===== src/rtl/mealy_name_pkg.sv =====
// Shared constants for the 10010 serial sequence detector: state
// encodings, the fixed pattern, and a state-name decoder for waveforms
// and bench messages.
package mealy_name_pkg;

  // State encodings; each name records how much of the pattern is matched
  localparam logic [2:0] ST_IDLE  = 3'd0;
  localparam logic [2:0] ST_S1    = 3'd1;
  localparam logic [2:0] ST_S10   = 3'd2;
  localparam logic [2:0] ST_S100  = 3'd3;
  localparam logic [2:0] ST_S1001 = 3'd4;

  // Pattern to detect, oldest bit in the MSB
  localparam logic [4:0] PATTERN = 5'b10010;

  // Five-character ASCII name of a state encoding
  function automatic logic [39:0] state_name(input logic [2:0] s);
    logic [39:0] name;
    case (s)
      ST_IDLE:  name = "IDLE ";
      ST_S1:    name = "S1   ";
      ST_S10:   name = "S10  ";
      ST_S100:  name = "S100 ";
      ST_S1001: name = "S1001";
      default:  name = "BAD  ";
    endcase
    return name;
  endfunction

endpackage


===== src/rtl/mealy_name.sv =====
// Mealy detector for the serial pattern 10010 with overlap. k is
// combinational from the current state and A, so a downstream consumer
// sees the detect at the same edge that consumes the final 0.
module mealy_name
  import mealy_name_pkg::*;
(
  input  logic clk,
  input  logic rst_n,
  input  logic A,
  output logic k
);

  logic [2:0] state_reg;
  logic [2:0] state_next;
  logic       a_bit;

  // Clean copy of A: an unknown or floating input counts as 0
  always_comb begin
    a_bit = 1'b0;
    case (A)
      1'b1:    a_bit = 1'b1;
      default: a_bit = 1'b0;
    endcase
  end

  // State register; reset discards any partial match immediately
  always_ff @(posedge clk or negedge rst_n) begin
    if (!rst_n) begin
      state_reg <= ST_IDLE;
    end else begin
      state_reg <= state_next;
    end
  end

  // Next-state logic; after a detection the trailing 10 is kept for overlap
  always_comb begin
    state_next = ST_IDLE;
    case (state_reg)
      ST_IDLE:  state_next = a_bit ? ST_S1    : ST_IDLE;
      ST_S1:    state_next = a_bit ? ST_S1    : ST_S10;
      ST_S10:   state_next = a_bit ? ST_S1    : ST_S100;
      ST_S100:  state_next = a_bit ? ST_S1001 : ST_IDLE;
      ST_S1001: state_next = a_bit ? ST_S1    : ST_S10;
      default:  state_next = ST_IDLE;
    endcase
  end

  // Mealy output: the final 0 arriving while 1001 is matched
  always_comb begin
    k = 1'b0;
    if (state_reg == ST_S1001 && !a_bit) begin
      k = 1'b1;
    end
  end

  // A detect is only legal on the last pattern bit in the S1001 state
  a_k_implies_match: assert property (
    @(posedge clk) disable iff (!rst_n)
    k |-> (state_reg == ST_S1001 && a_bit == PATTERN[0])
  );

  // The register never holds an unused encoding once out of reset
  a_state_legal: assert property (
    @(posedge clk) disable iff (!rst_n)
    state_reg <= ST_S1001
  );

endmodule


===== config.mk =====
export PLATFORM = sky130hd
export DESIGN_NAME = mealy_name
export DESIGN_NICKNAME = d
export VERILOG_FILES = /design/src/rtl/mealy_name_pkg.sv /design/src/rtl/mealy_name.sv
export SDC_FILE = /design/constraint.sdc
export NUM_CORES = 1
export LEC_CHECK = 0
export ABC_CLOCK_PERIOD_IN_PS = 900
export CAP_MARGIN = 20
export CORE_AREA = 2 2 39 41
export DETAILED_ROUTE_END_ITERATION = 10
export DIE_AREA = 0 0 41 43
export HOLD_SLACK_MARGIN = 0.03
export PLACE_DENSITY = 0.38
export SLEW_MARGIN = 20
export SYNTH_ARGS = -nofsm -noshare
export SYNTH_HDL_FRONTEND = slang
export SYNTH_SLANG_ARGS = --single-unit

===== constraint.sdc =====
create_clock -name clk -period 0.9 [get_ports clk]
set_input_delay 0.18 -clock clk [delete_from_list [all_inputs] [get_ports clk]]
set_output_delay 0.18 -clock clk [all_outputs]
set_load 0.03 [all_outputs]

---- Yosys cells after proc, flatten, opt, wreduce, memory -nomap -nowiden ----
Index checks and enable logic that the tools add are counted.
operators by class
  eq/ne operators ......................... 4
  multiplexer cells ....................... 7
  reductions and logical operators ........ 4
operator list
  cell                  number
  $pmux W3 S4           1
  $eq A3 B2 Y1 const B  2
  $mux W2               2
  $eq A3 B1 Y1 const B  1
  $eq A3 B3 Y1 const B  1
  $logic_not A3 Y1      1
  $mux W1               3
  $mux W3               1
  $reduce_or A2 Y1      1
  $logic_and A1 B1 Y1   1
  $logic_not A1 Y1      1
word-level totals
  register bits after elaboration ......... 3
  input port bits ......................... 3
  output and inout port bits .............. 1
  logic and storage cells ................. 16

---- Longest topological paths before layout ----
  depth after elaboration ................. 4
  gate-level depth with buffers ........... 4
  depth with buffers taken out ............ 3

---- Least setup slack after synthesis ----
No wires, ideal clock.
  path kind ............................... register to output
  start point ............................. register state_reg[1]
  end point ............................... output k
  arrival time ............................ 1463 ps
  required time ........................... 720 ps
  slack ................................... -743 ps
  stages on the path, launching flop included .. 3
  buffers on the path ..................... 1
  cells stage by stage .................... dfrtp_1 -> buf_6 -> nor4_1
on the way
  longest elaborated chain between the ends .. 3
RTL lines
  item                    RTL line          source
  from (decl)             mealy_name.sv:13  logic [2:0] state_reg;
  from (signal assigned)  mealy_name.sv:31  state_reg <= state_next;
  $eq A3 B3 Y1            mealy_name.sv:51  if (state_reg == ST_S1001 && !a_bit) begin
  $logic_and A1 B1 Y1     mealy_name.sv:51
  $mux W1                 mealy_name.sv:51
  to (decl)               mealy_name.sv:10  output logic k
Every way passes these cells.

---- Worst setup path in the final report ----
Same ends and word-level chain as after synthesis.

==> impl_metrics.toml <==
[placed_design]
place_area_um2 = 235
portBuffers = 3
place.gp.congestion = 0.580
hpwl_um = 244

[timing]
fin_crit_ns = 1.28
fmax_mhz = 781
rsz0062_at_grt = "true"
slew_viol_final = 0
finClkSkew_ns = 0.00124
worst_pin_slew_ns = 0.189
setup_ws_ns = -0.381
finalSetupViolCount = 4
finalHoldViolCount = 0
slew_headroom_pct = 87.1
fin_crit_sh_pct = 142

[layout]
num-nets-final = 32
final_area_um2 = 297
mostFrequentLayoutCells = "buf_4, clkbuf_4"
drive_above_1_share_pct = 57.1
diodes = 0
area_growth_pct = 92.7
largest_reg_flops = 3
postLayoutCoreUtil_pct = 21.4
layout_commonest_cell = "buf_4"

[critical_path]
startpoint_type = "flip-flop"
crit_path_end_kind = "output port"
cp_data_required_time_ns = 0.72
crit_fanout = 2
arrival_ns = 1.10
max_stage_delay_ns = 0.42
cpMaxStageDelayCell = "dfrtp_2"
critical_path_class = "flip-flop to output port"
crit_cells = 2
reg2reg_depth = 4
crit_chain = "nor4_4 -> buf_4"
crit_family = "flip-flops"
path_buf_inv = 1

[synth]
yosys.area_share.adder_pct = 0
muxShareOfSynthArea_pct = 6.50
synth.distinct_cells = 11
synth_warnings = 0
synth_simple_gate_area_share_pct = 20.3
avgSynthCellArea_um2 = 10.3
synth_seq_cells = 3
netlist_area_um2 = 154
syn_inst = 15
synth_compound_area_share_pct = 8.94
synth_top_family_by_area = "simple AND/OR/NAND/NOR gates"
yosys.area_share.xor_xnor_pct = 5.69
yosysSeqAreaShare_pct = 48.8
syn-num-nets = 18

[global_routing]
grt_pass1_vias = 185
grt_max_degree = 5
busiest_layer = "met2"
met2_usage_pct = 12.8
met1_usage_pct = 3.88
grt_pass1_wl_um = 724
antenna_found_initial = 0
grtUsageTotal_pct = 7.14
grt-ovfl-total = 0
met3_usage_pct = 3.14

[routing]
post_drt_wl_per_cell_um = 9.30
dr.pass1.iters = 2
drc = 0
drt-total-wl_um = 409
ant_nets = 0
via_per_inst = 3.36
drt_iter0_markers = 5
vias = 148

[cts]
clock_latency_ns = 0.23
postCtsHoldBufs = 0
h-tree-depth = 1
cts_buffers = 3
clk_pin_slew_ns = 0.04
clockBufferDepth = 2
cts-root-buf = "clkbuf_4"
cts.sinks = 3
tritoncts = "yes"

[floorplan]
core-area_um2 = 1380
initial_core_util_pct = 11.1
dieArea_um2 = 1760
die_y_um = 43
die_w_um = 41
io_pins = 4
fp-row-count = 14

[min_path]
hold_class = "input pin to asynchronous set/reset pin"

[power]
power_leakage_uw = 0.000132
powerDensity_nw_per_um2 = 3050
peakVddDrop_mv = 0.596

[run_status]
outcome = "complete, but fails checks"
violations = "setup timing"

[job]
maxCapViolCount = 0
## per-stage QoR
stage                     hold slack, ns  total power [uW]  setup TNS, ns  setup WS (ns)  std cells
after detailed placement           0.370               520         -0.973         -0.364         37
after CTS                          0.124               860         -0.561         -0.392         43
after global routing               0.144               965          -1.01         -0.432         44
after floorplan                   -0.116               452         -0.197         -0.197         15
after global placement             0.367               512         -0.951         -0.361         37
final                              0.126               903         -0.861         -0.381         44
## power breakdown
part / total, uW / internal (uW) / switching, uW
Clock: 233 / 166 / 67.4
Combinational: 416 / 237 / 179
Sequential: 253 / 197 / 56.2
Total: 903 / 600 / 303
## synth_stat cells
cell type	count	area, um2
nand2_1	2	7.51
nor2_1	2	7.51
buf_6	1	11.3
mux2i_1	1	10.0
xor2_1	1	8.76
o22ai_1	1	6.26
nor3_2	1	10.0
dfrtp_1	3	75.1
o21a_1	1	7.51
inv_1	1	3.75
nor4_1	1	6.26
## routing by layer
metal  routed length (um)  vias up  share of wire [%]
li1                     -       77                  -
met2                  301        0                 74
met4                    0        0                  0
met1                  107       71                 26
met3                    0        0                  0
met5                    0        -                  0
## worst register-to-register path: stages (launching register included)
cell	delay, ns
dfrtp_2	0.42
buf_4	0.14
buf_6	0.11
o21a_1	0.17
nor3_2	0.17
## logic make-up after synthesis
family / after synthesis
AO/OA/AOI/OAI: 2
XOR/XNOR: 1
buffers and inverters: 2
flip-flops: 3
multiplexers: 1
AND/OR/NAND/NOR: 6
## layout make-up
cell class	count	area [um2]
Multi-Input combinational cell	10	85.1
Clock buffer	4	26.3
Timing Repair Buffer	10	83.8
Fill cell	159	1090
Tap cell	16	20.0
Sequential cell	3	77.6
Inverter	1	3.75
## repair_timing
item | CTS | global route
gates resized for setup | 3 | 1
setup buffers | 2 | 1
setup endpoints to repair | 3 | 4
pin swaps | 4 | 2
## final timing paths
| check | startpoint | endpoint | slack, ns |
|---|---|---|---|
| max | state_reg[1] | k | -0.38 |
| min | rst_n | state_reg[2] | 0.13 |
| min in group clk | state_reg[0] | state_reg[0] | 0.64 |
| max reg2reg | state_reg[1] | state_reg[1] | -0.19 |
| max in group asynchronous | rst_n | state_reg[1] | 0.62 |
| min reg2reg | state_reg[0] | state_reg[0] | 0.64 |
Note: power is estimated with default switching activity, not from simulation.
